[src/rtl/ttc_apb_sched18_pkg.sv]
// Shared definitions for the ttc_apb_sched18 APB sequencer: FSM encoding, address defaults, field widths.
// Build option TTC_SCHED_RR_EN (see ttc_sched_pick18) selects round-robin timer selection.
package ttc_apb_sched18_pkg;

   typedef enum logic [1:0] {
      ST_IDLE   = 2'd0,
      ST_SETUP  = 2'd1,
      ST_ACCESS = 2'd2,
      ST_DONE   = 2'd3
   } sched_state_t;

   localparam logic [7:0] ISR_BASE_DEF   = 8'h54;
   localparam logic [7:0] ISR_STRIDE_DEF = 8'h04;
   localparam int         HOLDOFF_DEF    = 2;

   localparam int ADDR_W   = 8;
   localparam int DATA_W   = 32;
   localparam int STATUS_W = 6;
   localparam int HOLD_W   = 3;

   // Timer n (1..3) interrupt register lives at base + (n-1)*stride.
   function automatic logic [ADDR_W-1:0] isr_addr(input logic [ADDR_W-1:0] base,
                                                   input logic [ADDR_W-1:0] stride,
                                                   input logic [1:0]        n);
      logic [ADDR_W-1:0] idx;
      idx = {6'd0, n} - 8'd1;
      return base + idx * stride;
   endfunction

endpackage

[src/rtl/ttc_apb_sched18_pick.sv]
// Timer selector for ttc_apb_sched18: lowest eligible index, or round-robin from ptr
// when TTC_SCHED_RR_EN is defined.
module ttc_sched_pick18
   import ttc_apb_sched18_pkg::*;
(
   input  logic [3:1] eligible,
   input  logic [1:0] ptr,
   output logic       valid,
   output logic [1:0] index
);

`ifdef TTC_SCHED_RR_EN
   // Candidate k steps after ptr, wrapping 3 -> 1.
   function automatic logic [1:0] rr_idx(input logic [1:0] p, input int k);
      int c;
      c = ((p == 2'd0) ? 1 : int'(p)) + k;
      if (c > 3) c = c - 3;
      return 2'(c);
   endfunction

   always_comb begin
      valid = 1'b0;
      index = 2'd0;
      for (int k = 0; k < 3; k++) begin
         if (!valid && eligible[rr_idx(ptr, k)]) begin
            valid = 1'b1;
            index = rr_idx(ptr, k);
         end
      end
   end
`else
   logic unused_ptr;
   assign unused_ptr = ^ptr;

   always_comb begin
      valid = |eligible;
      index = 2'd0;
      if (eligible[1])      index = 2'd1;
      else if (eligible[2]) index = 2'd2;
      else if (eligible[3]) index = 2'd3;
   end
`endif

endmodule

[src/rtl/ttc_apb_sched18.sv]
// APB master sequencer sharing the TTC slave port between a host requester and the interrupt-service
// engine. Build option TTC_SCHED_RR_EN enables round-robin timer selection.
module ttc_apb_sched18
   import ttc_apb_sched18_pkg::*;
#(
   parameter logic [7:0] ISR_BASE   = ISR_BASE_DEF,
   parameter logic [7:0] ISR_STRIDE = ISR_STRIDE_DEF,
   parameter int         HOLDOFF    = HOLDOFF_DEF
)(
   input  logic                pclk18,
   input  logic                p_reset18,
   input  logic                host_req18,
   input  logic                host_write18,
   input  logic [ADDR_W-1:0]   host_addr18,
   input  logic [DATA_W-1:0]   host_wdata18,
   output logic                host_ack18,
   output logic [DATA_W-1:0]   host_rdata18,
   output logic                psel18,
   output logic                penable18,
   output logic                pwrite18,
   output logic [ADDR_W-1:0]   paddr18,
   output logic [DATA_W-1:0]   pwdata18,
   input  logic [DATA_W-1:0]   prdata18,
   input  logic [3:1]          interrupt18,
   output logic                evt_valid18,
   output logic [1:0]          evt_timer18,
   output logic [STATUS_W-1:0] evt_status18,
   output logic                busy18
);

   sched_state_t state_reg, state_next;

   logic [HOLD_W-1:0] holdoff_reg [3:1];
   logic [3:1]        eligible;
   logic              pick_valid;
   logic [1:0]        pick_index;
   logic [1:0]        rr_ptr;
   logic              grant_host, grant_irq;

   logic              prefer_host_reg;
   logic              cur_irq_reg;
   logic [1:0]        cur_timer_reg;

   generate
      for (genvar gi = 1; gi <= 3; gi++) begin : g_timer
         assign eligible[gi] = interrupt18[gi] && (holdoff_reg[gi] == '0);

         // Masks the timer while the TTC clears its clear-on-read interrupt.
         always_ff @(posedge pclk18) begin
            if (p_reset18)
               holdoff_reg[gi] <= '0;
            else if (state_reg == ST_ACCESS && cur_irq_reg && cur_timer_reg == 2'(gi))
               holdoff_reg[gi] <= HOLD_W'(HOLDOFF);
            else if (holdoff_reg[gi] != '0)
               holdoff_reg[gi] <= holdoff_reg[gi] - 1'b1;
         end
      end
   endgenerate

`ifdef TTC_SCHED_RR_EN
   logic [1:0] rr_ptr_reg;

   always_ff @(posedge pclk18) begin
      if (p_reset18)
         rr_ptr_reg <= 2'd1;
      else if (grant_irq)
         rr_ptr_reg <= (pick_index == 2'd3) ? 2'd1 : pick_index + 2'd1;
   end

   assign rr_ptr = rr_ptr_reg;
`else
   assign rr_ptr = 2'd1;
`endif

   ttc_sched_pick18 u_pick (
      .eligible (eligible),
      .ptr      (rr_ptr),
      .valid    (pick_valid),
      .index    (pick_index)
   );

   always_ff @(posedge pclk18) begin
      if (p_reset18)
         state_reg <= ST_IDLE;
      else
         state_reg <= state_next;
   end

   // With both sides requesting, prefer_host_reg names the side not granted last.
   always_comb begin
      state_next = state_reg;
      grant_host = 1'b0;
      grant_irq  = 1'b0;
      case (state_reg)
         ST_IDLE: begin
            grant_host = host_req18 && (!pick_valid || prefer_host_reg);
            grant_irq  = pick_valid && (!host_req18 || !prefer_host_reg);
            if (grant_host || grant_irq)
               state_next = ST_SETUP;
         end
         ST_SETUP:  state_next = ST_ACCESS;
         ST_ACCESS: state_next = ST_DONE;
         ST_DONE:   state_next = ST_IDLE;
         default:   state_next = ST_IDLE;
      endcase
   end

   always_ff @(posedge pclk18) begin
      if (p_reset18) begin
         psel18          <= 1'b0;
         penable18       <= 1'b0;
         pwrite18        <= 1'b0;
         paddr18         <= '0;
         pwdata18        <= '0;
         host_ack18      <= 1'b0;
         host_rdata18    <= '0;
         evt_valid18     <= 1'b0;
         evt_timer18     <= 2'd0;
         evt_status18    <= '0;
         prefer_host_reg <= 1'b1;
         cur_irq_reg     <= 1'b0;
         cur_timer_reg   <= 2'd0;
      end else begin
         host_ack18  <= 1'b0;
         evt_valid18 <= 1'b0;
         case (state_reg)
            ST_IDLE: begin
               if (grant_host) begin
                  psel18          <= 1'b1;
                  pwrite18        <= host_write18;
                  paddr18         <= host_addr18;
                  pwdata18        <= host_write18 ? host_wdata18 : '0;
                  cur_irq_reg     <= 1'b0;
                  prefer_host_reg <= 1'b0;
               end else if (grant_irq) begin
                  psel18          <= 1'b1;
                  pwrite18        <= 1'b0;
                  paddr18         <= isr_addr(ISR_BASE, ISR_STRIDE, pick_index);
                  pwdata18        <= '0;
                  cur_irq_reg     <= 1'b1;
                  cur_timer_reg   <= pick_index;
                  prefer_host_reg <= 1'b1;
               end
            end
            ST_SETUP: penable18 <= 1'b1;
            ST_ACCESS: begin
               psel18    <= 1'b0;
               penable18 <= 1'b0;
               if (cur_irq_reg) begin
                  evt_valid18  <= 1'b1;
                  evt_timer18  <= cur_timer_reg;
                  evt_status18 <= prdata18[STATUS_W-1:0];
               end else begin
                  host_ack18   <= 1'b1;
                  host_rdata18 <= prdata18;
               end
            end
            default: ;
         endcase
      end
   end

   assign busy18 = (state_reg != ST_IDLE);

endmodule

[config.mk]
export PLATFORM = sky130hd
export DESIGN_NAME = ttc_apb_sched18
export DESIGN_NICKNAME = d
export VERILOG_FILES = /design/src/rtl/ttc_apb_sched18_pkg.sv /design/src/rtl/ttc_apb_sched18_pick.sv /design/src/rtl/ttc_apb_sched18.sv
export SDC_FILE = /design/constraint.sdc
export NUM_CORES = 1
export LEC_CHECK = 0
export BUFFER_PORTS_ARGS = -buffer_cell sky130_fd_sc_hd__buf_4
export CORE_ASPECT_RATIO = 1.25
export CORE_MARGIN = 5
export CORE_UTILIZATION = 48
export DETAILED_ROUTE_END_ITERATION = 8
export PLACE_DENSITY = 0.8
export RECOVER_POWER = 100
export SLEW_MARGIN = 40
export SYNTH_ARGS = -nofsm -noshare
export SYNTH_HDL_FRONTEND = slang
export SYNTH_HIERARCHICAL = 1
export SYNTH_SLANG_ARGS = --single-unit
[constraint.sdc]
create_clock -name pclk18 -period 3.1 [get_ports pclk18]
set_clock_uncertainty 0.1 [all_clocks]
set_input_delay 0.465 -clock pclk18 [delete_from_list [all_inputs] [get_ports pclk18]]
set_output_delay 0.465 -clock pclk18 [all_outputs]
set_load 0.005 [all_outputs]
==> results of run 1 <==
[metrics by stage]
stage                     hold WS (ns)  instance area (um^2)  instances
after floorplan                  0.348                  4040        472
after global routing             0.232                  5350        716
after CTS                        0.227                  5430        716
final                            0.242                  5350        716
after global placement           0.339                  5250        701
after detailed placement         0.343                  5250        701
[worst paths after layout]
path,start,endpoint,slack [ns]
min reg2reg,pwdata18[24],pwdata18[24],0.35
max reg2reg,holdoff_reg[0][6],state_reg[0],0.48
max,holdoff_reg[0][6],state_reg[0],0.48
min,prdata18[9],host_rdata18[9],0.24
[metal layers]
metal,vias to the layer above,part of all wire
li1,1894,-
met1,1757,0.40
met2,127,0.50
met3,23,0.081
met4,0,0.026
met5,-,0
[power groups by stage]
| stage | Combinational [uW] | Sequential [uW] | Clock [uW] |
|---|---|---|---|
| 2_1_floorplan | 974 | 1740 | 0 |
| 3_3_place_gp | 1470 | 1750 | 0 |
| 3_5_place_dp | 1520 | 1770 | 0 |
| 4_1_cts | 1520 | 1740 | 842 |
| 5_1_grt | 1640 | 1770 | 905 |
| 6_report | 1450 | 1730 | 823 |
[worst register-to-register path, cell delays in order, from the launching register on]
cell	delay, ns
edfxtp_1	0.36
inv_1	0.07
ha_1	0.21
nor2b_1	0.17
and2_0	0.19
or3_1	0.51
nor3b_1	0.58
nor3_1	0.10
a211oi_1	0.25
[area by class of cell]
class                   count  share of cell area
clock buffers              11              0.0264
repair buffers            170               0.223
inverters                  14             0.00983
well taps                  97              0.0227
flip-flops and latches    100               0.391
multi-input cells         320               0.318
clock inverters             4             0.00889
[layout by cell type, fill, tap and decap left out, types with 3 or more instances in the layout]
cell type	instances
clkbuf_8	10
and2_1	5
nor2b_1	5
a21oi_1	77
nand2b_1	3
mux2i_1	3
nand4_1	33
clkbuf_1	23
nand2_1	113
ha_1	11
nor3_1	4
buf_4	83
edfxtp_1	9
dfxtp_1	91
nor2_1	23
inv_1	14
o21ai_0	3
or3_1	3
clkbuf_4	65
a32oi_1	6
==> run summary, run 1 <==
The flow ran to the end, and the final reports show no timing, DRC or antenna violations. The latest clock arrival within the worst-skew pair is 0.36 ns. For the worst setup path, the data required time is 3.27 ns.

Walking the worst path, the cells encountered are inv_1 -> ha_1 -> nor2b_1 -> and2_0 -> or3_1 -> nor3b_1 -> nor3_1 -> a211oi_1. Relative slew slack: 0.102. The total congestion overflow came out at 0.

The depth of the worst hold-timing path was 3; the global-route met2 utilization was 0.334. Averaged over all synthesized cells, the footprint is 8.55 um^2. Pin placement for this block handled 165 I/O pins.

The portion of total power attributed to sequential cells is 0.433. Clock tree synthesis found a total of 100 sinks. Before antenna repair, the detailed router went through 4 iterations.

The cell sitting at the root of the clock tree is a clkbuf_8. The switching power as a share of total power was 0.349. The global routing usage on met3 is 0.0737, and the final-layout fill cell count is 708. The logs give 8240 um^2 for the core box area and 0 for the number of inserted diodes. The critical path is of the flip-flop to flip-flop type. The run gives 0.202 as the all-layer global routing usage. The Yosys warning count came out at 6. The number of standard-cell rows in the floorplan came out at 37.

The final worst-path setup slack came out at 0.484 ns. For the post-detailed-route count of antenna-violating nets, the log shows 0. Input and output buffers added on the ports amount to 164. Longest individual stage delay on the worst path: 0.58 ns.

In this run, post-CTS repair resized a total of 0 instances. For this block, the initial DRC count from the detailed router was 206. In this run the worst hold path is classified as primary input to flip-flop. The tools report the count of pins over their slew limit as 0. The hold violation total from the final report is 0, and the die area is 10400 um^2. The final worst-path cycle share is 0.844, and the final wirelength is 10500 um.

The share of cells above drive strength 1 was 0.271; the number of global-route vias before repair was 3697. VDD sags by at most 0.000465 V. Counting buffers and inverters, the worst setup path is 8 cells deep. Routability-driven placement finished with a final weighted congestion of 0.821.

The count of buffering cells on the critical path with inverters included came out at 1. The tools report the total via count after detailed routing as 3801. The mapped netlist covers 4040 um^2. STA classifies the critical path startpoint as a flip-flop. For the initial core utilization, the log shows 0.490. The footprint of the multi-input gates was 1700 um^2; the utilization after layout was 0.649. Setup violations remaining at the end of the flow were counted as 0. The logs give 0.362 for the share of power burned in combinational logic and 0 ns for the setup total negative slack. When the netlist entered floorplanning its net count stood at 562.

The largest individual stage delay along the critical path comes from the cell nor3b_1. The relative contribution of the clock network to total power was 0.206. From left edge to right edge, the die measures 92.0 um. Of all nets on the critical path, the largest fanout is 8. For the finished layout, the period the worst path requires is 2.62 ns.

The run gives 2600 uW as the internal power component. The run gives 9 as the total clock buffers created by CTS. On the critical path the largest part of the delay comes from simple AND/OR/NAND/NOR gates. Registers take 2090 um^2.

The data arrival time of the worst path came out at 2.79 ns. The worst setup path is captured at a flip-flop. Summed over all nets, the switching power comes to 1400 uW. For this run, the post-layout net count is 705. At the pin with the least slew margin, the transition time is 1.35 ns. In the final routed layout, each cell accounts on average for 14.7 um. The layer flagged by global routing as most heavily used is met2.

TritonCTS built the clock tree. The design draws 4000 uW. The average vias per placed instance was 5.31. Relative to the synthesized area, the layout overhead comes to 32.4%. Once detailed placement completed, the half-perimeter wirelength came to 7760 um. The number of antenna violations at the first check in global routing came out at 0. Post-CTS timing repair inserted 0 buffers for setup. In the routed design, unresolved DRC markers number 0. The analysis attributes to cell leakage a power of 0.00217 uW. The depth of the worst register-to-register path came out at 8.

In this run, post-CTS hold repair placed 0 buffers. In this run the power density over the cells is 748 nW/um^2. The tools report the global-route track usage on met1 as 0.235. For the maximum number of pins on one net before global-route repair, the log shows 61. The first global-routing pass estimated 17200 um of wire. Timing analysis after detailed placement gives a worst setup slack of 0.657 ns.

After clock tree synthesis, the clock-pin slew on the worst setup and hold paths is 0.09 ns. Counting every instance in the synthesized netlist gives 472. Maximum root-to-sink buffer count: 2. Setup repair after global routing left no endpoint under its margin.

The H-tree generated during clock tree synthesis spans 3 levels. The overall die height was 113 um; the maximum frequency from static timing analysis was 382 MHz. Across the run, the number of max-cap violations was 0.
Note: power is estimated with default switching activity, not from simulation.
==> inputs of run 2 (changes only) <==
Settings changed: ABC_AREA set to 1, CORE_UTILIZATION 48 to 43, PLACE_DENSITY 0.8 to 0.76.
Clock period 3.1 ns to 2.25 ns, I/O delays scaled along.
==> run 2 against run 1 <==
Final area up 4.6%. Sequential power increased by 44%. Setup slack got worse by 0.42 ns. Count of clock-buffer cells in the layout stayed put. First-iteration DRC count down 50%. Critical path depth grew 7. Synthesized cell count up 5.5%. Clock power is 92% higher. Worst hold slack worse by 0.12 ns. Fmax rose by 19%. Largest cell class unchanged.
==> run summary, run 2 <==
The run finished with clean final reports. Maximum fanout along the worst path: 2. For the reported leakage power, the log shows 0.00254 uW. After detailed routing, the average wire length per cell comes to 13.5 um. The tools report the hold violation total from the final report as 0. At the pin with the least slew margin, the transition time is 1.03 ns.

The number of sinks handled by clock tree synthesis was 100; the I/O pin total was 165. The H-tree generated during clock tree synthesis spans 3 levels. The number of clock buffers added by TritonCTS is 9.

STA classifies the critical path startpoint as a flip-flop. Number of I/O port buffers: 164. The tools report the critical path capture point type as a flip-flop. Clock-pin slew was measured on the worst setup and hold paths at 0.07 ns. The run gives 39 as the number of standard-cell rows in the floorplan. The number of global-route vias before repair was 3722; the maximum root-to-sink buffer count was 2. The placed cell area came out at 5290 um^2. The power density over cell area was 1170 nW/um^2. The final wirelength came out at 10600 um. The share of cells above drive strength 1 is 0.309, and the initial detailed-routing violation count is 104.

TritonCTS built the clock tree. The logs give 0.121 ns for the worst hold margin and 11300 um^2 for the die area. Summing all non-filler instances in the final layout gives an area of 5590 um^2.

Across the run, the number of max-cap violations was 0. The number of antenna diodes in the final layout is 0. The initial core utilization is 0.437. The utilization after layout is 0.616. Setup repair after global routing could not meet its margin everywhere.

The cell count after synthesis is 498, and the core box area is 9080 um^2. Chip width: 95.9 um. Compared with the post-synthesis result, the final layout area differs by 40.8%. For the final layout net count, the log shows 749. Before antenna repair, the detailed router went through 4 iterations.

The tools report the final standard cell count with taps included and fillers excluded as 787. The most frequent standard cell in the layout excluding fill and tap cells was nor2_1. In the routed layout, each cell is associated on average with a via count of 4.73. The final worst-path cycle share is 0.973, and the maximum number of pins on one net before global-route repair is 41. Root buffer cell: clkbuf_16. The tools report the count of pins over their slew limit as 0. The first-pass GRT wire length came out at 17200 um. Subtracting the final worst setup slack from the clock period gives 2.19 ns. Dividing the synthesized area by the synthesized cell count gives 7.97 um^2. The library cells used most frequently in the layout, excluding fill and tap cells, are nor2_1, nand2_1, dfxtp_1.

In the routed design, unresolved DRC markers number 0. The all-layer global routing usage is 0.188, and the relative slew slack is 0.316. After detailed placement, the design holds a cell count of 766. IR analysis of the VDD net gives a maximum drop of 0.000634 V.

For the latest clock arrival within the worst-skew pair, the log shows 0.34 ns. Synthesis produced a netlist with a net count of 588. The floorplan step set the die height to 117 um. At the end of routability-driven placement, the weighted congestion stood at 0.782. The total half-perimeter wirelength after legalization and detailed placement came out at 7740 um.

The combined area of all synthesized cells came out at 3970 um^2. The critical path is of the flip-flop to flip-flop type. The run gives 6 as the Yosys warning count. The total congestion overflow was 0; the number of antenna violations at the first check in global routing was 0.

Data on the critical path arrives at its endpoint at 2.36 ns. The total via count after detailed routing came out at 3722. The min-delay analysis places its worst path in the category primary input to flip-flop. The count of nets left with antenna violations once routing finished came out at 0. At the worst endpoint, the required time is 2.42 ns.

Based on the critical path, the design can be clocked at up to 457 MHz. Setup violations remaining at the end of the flow were counted as 0.
## run 2: what timing repair did
item | 4_1_cts | 5_1_grt
endpoints found under the setup margin | 1 | 41
cloned | 1 | 0
pin swaps | 1 | 3
gates resized for setup | 7 | 12
hold buffers | 0 | 0
buffers inserted | 0 | 4
## run 2: worst paths after layout
kind / from / endpoint / depth (start not counted) / slack [ns]
min: prdata18[13] / host_rdata18[13] / 3 / 0.12
max reg2reg: holdoff_reg[0][6] / paddr18[3] / 15 / 0.06
min reg2reg: pwdata18[3] / pwdata18[3] / 2 / 0.37
max: holdoff_reg[0][6] / paddr18[3] / 15 / 0.06
## run 2: critical path: stages, from the launching register on
cell and delay (ns):
edfxtp_1 0.40, inv_2 0.08, ha_1 0.14, inv_1 0.04, or2_4 0.24, nor2_4 0.12, nor2_2 0.06, nor2_2 0.16
inv_2 0.08, ha_4 0.27, inv_1 0.05, nand2_1 0.06, nand2_1 0.05, nand2_1 0.06, nand3_1 0.08, a21oi_1 0.14
## run 2: routing by layer
metal / global-route usage / vias to the layer above / part of all wire
met5: 0 / - / 0
met4: 0.0649 / 0 / 0.017
met3: 0.0698 / 16 / 0.079
met2: 0.319 / 120 / 0.51
met1: 0.212 / 1690 / 0.39
li1: - / 1896 / -
## run 2: final cells by class
class	count	area [um^2]
inverters	39	148
multi-input cells	336	1660
flip-flops and latches	100	2090
clock buffers	11	254
fillers	811	3480
clock inverters	5	57.6
well taps	123	154
repair buffers	173	1220
## run 2: where the power goes
part | internal (uW) | total, uW | switching [uW]
clock | 932 | 1580 | 651
sequential | 2270 | 2490 | 220
combinational | 1040 | 2470 | 1430
## run 2: through the flow
step	setup WS [ns]	setup TNS [ns]	power, uW
floorplan	0.206	0	3940
global placement	0.118	0	4840
detailed placement	-0.0472	-0.0472	4950
CTS	-0.0110	-0.0110	6620
global route	-0.0632	-0.0772	7060
finish	0.0599	0	6550
==> inputs of run 3 (changes only) <==
Settings changed: ABC_AREA 1 to not set, CORE_MARGIN 5 to 2, PLACE_DENSITY 0.76 to 0.75.
==> run 3 against run 2 <==
Utilization rose by 2.5 points. Wire length rose by 5.2%. Power rose by 2.4%. Via count rose by 4.9%. Sequential cell count did not move. Fmax fell by 0.61%. Final area rose by 4.5%. Sequential power fell by 4%. Critical path type unchanged.
==> run summary, run 3 (synthesis gave the netlist of run 1 again) <==
The run finished with clean final reports. Clock-pin slew was measured on the worst setup and hold paths at 0.07 ns. The first global-routing pass estimated 16900 um of wire. The library cell used most frequently in the layout, excluding fill and tap cells, is nand2_1. The nature of the critical path startpoint is a flip-flop.

Adding up every negative setup slack in the final design gives 0 ns. The run gives 0.594 as the relative slew slack. The switching power as a share of total power came out at 0.339. The DRC violations left came out at 0. The clock tree synthesis step divided the H-tree into 3 levels.

In this run the standard cell core region covers 9130 um^2. The tools report the relative contribution of the clock network to total power as 0.235. Share of cells above drive strength 1: 0.333.

For the latest clock arrival within the worst-skew pair, the log shows 0.34 ns. The count of pins over their slew limit is 0. In this run the static leakage power is 0.00240 uW.

The slack of the worst reg-to-reg path is 0.05 ns, and the maximum frequency from static timing analysis is 454 MHz. The worst hold path passes through 3 cells. For the max-capacitance violation count, the log shows 0. In the final routed layout, each cell accounts on average for 14.7 um. Data on the critical path arrives at its endpoint at 2.31 ns. The signal on the critical path passes through inv_1 -> ha_4 -> nor2b_4 -> and2_4 -> or3_4 -> buf_12 -> nor3b_4 -> mux2i_1 -> nor2_1. The power density over cell area works out to 1150 nW/um^2. Startpoint of the most critical register-to-register path: holdoff_reg[0][7]. Counting the buffers created by CTS gives 9. From synthesis to final layout, the design area changed by 44.8%. The number of I/O port buffers was 164; the longest individual stage delay on the worst path was 0.43 ns.

For the worst flop-to-flop path, the logic depth is 9. In this run the horizontal extent of the chip is 90.7 um. The final layout net count came out at 721. The initial core utilization is 0.442.

The slowest stage of the critical path is the or3_4 cell. Summed over all nets, the switching power comes to 2270 uW. The global-route met2 utilization was 0.337. The global routing stage identified its most utilized layer as met2. The number of sinks handled by clock tree synthesis was 100.

The tools report the root buffer cell as clkbuf_16. Final worst-path cycle share: 0.979. The run gives 0 as the number of antenna violations at the first check in global routing. The tightest min-delay check is of the primary input to flip-flop type. The tools report the number of global-route vias before repair as 3567. Counting along the longest clock path gives a buffer depth of 2. The average vias per placed instance works out to 5.15. The die covers 10200 um^2. In the layout the commonest cells are nand2_1, buf_4, dfxtp_1. Detailed placement finished with a half-perimeter wire length of 7490 um.

At the pin with the least slew margin, the transition time is 0.609 ns. The count of nets left with antenna violations once routing finished came out at 0. The all-layer global routing usage was 0.201. The internal power component came out at 4430 uW.

The overall die height is 112 um. The tools report the maximum number of pins on one net before global-route repair as 60. At the worst endpoint, the required time is 2.36 ns.

Share of power burned in combinational logic: 0.407. The endpoint identified for the worst register-to-register timing path is state_reg[1]. Buffers inserted to repair hold after CTS numbered 0. Hold is met by 0.138 ns.

The run gives 39 as the number of standard-cell rows in the floorplan. For the global-route track usage on met1, the log shows 0.248. The worst setup path is captured at a flip-flop. The global routing usage on met3 came out at 0.0456. The type of the setup path with the least slack is flip-flop to flip-flop. Maximum fanout along the worst path: 4.

The startpoint identified for the worst hold timing path is prdata18[15]. The worst path needs 2.20 ns of the cycle, external delays included. The portion of total power attributed to sequential cells was 0.358; the number of inserted diodes was 0. For hold timing, the worst endpoint is host_rdata18[15].

During I/O placement, the number of pins put on the boundary was 165. The detailed router finished its first iteration with 203 violations. The final-report setup violation count is 0, and the total via count after detailed routing is 3906. The weighted congestion at the end of routability-driven global placement was 0.744. The maximum VDD drop came out at 0.000517 V. First-pass iteration count of the detailed router: 4.

TritonCTS built the clock tree. The tools report the hold violation total from the final report as 0. The logs give 11200 um for the final wirelength and 0 for the total congestion overflow.
## run 3: power groups by stage
stage	registers [uW]	clock network, uW	logic [uW]
after floorplan	2400	0	1340
after global placement	2410	0	2140
after detailed placement	2430	0	2220
after CTS	2390	1610	2260
after global routing	2440	1680	2970
final	2400	1580	2730
## run 3: how the worst max path moves through the flow
stage,end,from
2_1_floorplan,pwdata18[25],holdoff_reg[0][6]
3_3_place_gp,state_reg[1],holdoff_reg[0][3]
3_5_place_dp,pwdata18[31],holdoff_reg[0][6]
4_1_cts,paddr18[3],holdoff_reg[0][3]
5_1_grt,state_reg[1],holdoff_reg[0][6]
6_report,state_reg[1],holdoff_reg[0][7]
## run 3: area by class of cell
| type | instances | area (um^2) |
|---|---|---|
| clock inverters | 7 | 81.3 |
| flip-flops and latches | 100 | 2090 |
| multi-input cells | 320 | 1810 |
| well taps | 123 | 154 |
| fillers | 785 | 3280 |
| clock buffers | 9 | 225 |
| repair buffers | 186 | 1430 |
| inverters | 14 | 52.6 |
## run 3: timing repair
| action | in CTS | in global routing |
|---|---|---|
| cloned | 0 | 4 |
| buffers inserted | 0 | 8 |
| gates resized for setup | 5 | 22 |
| pin swaps | 1 | 7 |
| setup endpoints to repair | 41 | 42 |
## run 3: metal layers
layer | vias up | wire length (um)
li1 | 1939 | -
met1 | 1799 | 4690
met2 | 151 | 5490
met3 | 17 | 739
met4 | 0 | 243
met5 | - | 0
## run 3: worst max-delay path: cells and delay by family, from the launching register on
kind	cells	cell delay [ns]
AND/OR/NAND/NOR	5	1.01
flip-flops	1	0.32
buffers and inverters	2	0.23
multiplexers	1	0.22
adder cells (fa/ha/maj)	1	0.17
## run 3: per-stage QoR
stage | utilization | std cells | setup WS, ns | total power (uW) | area (um^2)
final | 0.641 | 759 | 0.0464 | 6700 | 5850
after global routing | 0.641 | 759 | -0.0309 | 7100 | 5850
after CTS | 0.619 | 747 | 0.0164 | 6260 | 5650
after detailed placement | 0.584 | 731 | -0.0567 | 4650 | 5330
after global placement | 0.584 | 731 | 0.0275 | 4540 | 5330
after floorplan | - | 472 | 0.0231 | 3740 | 4040
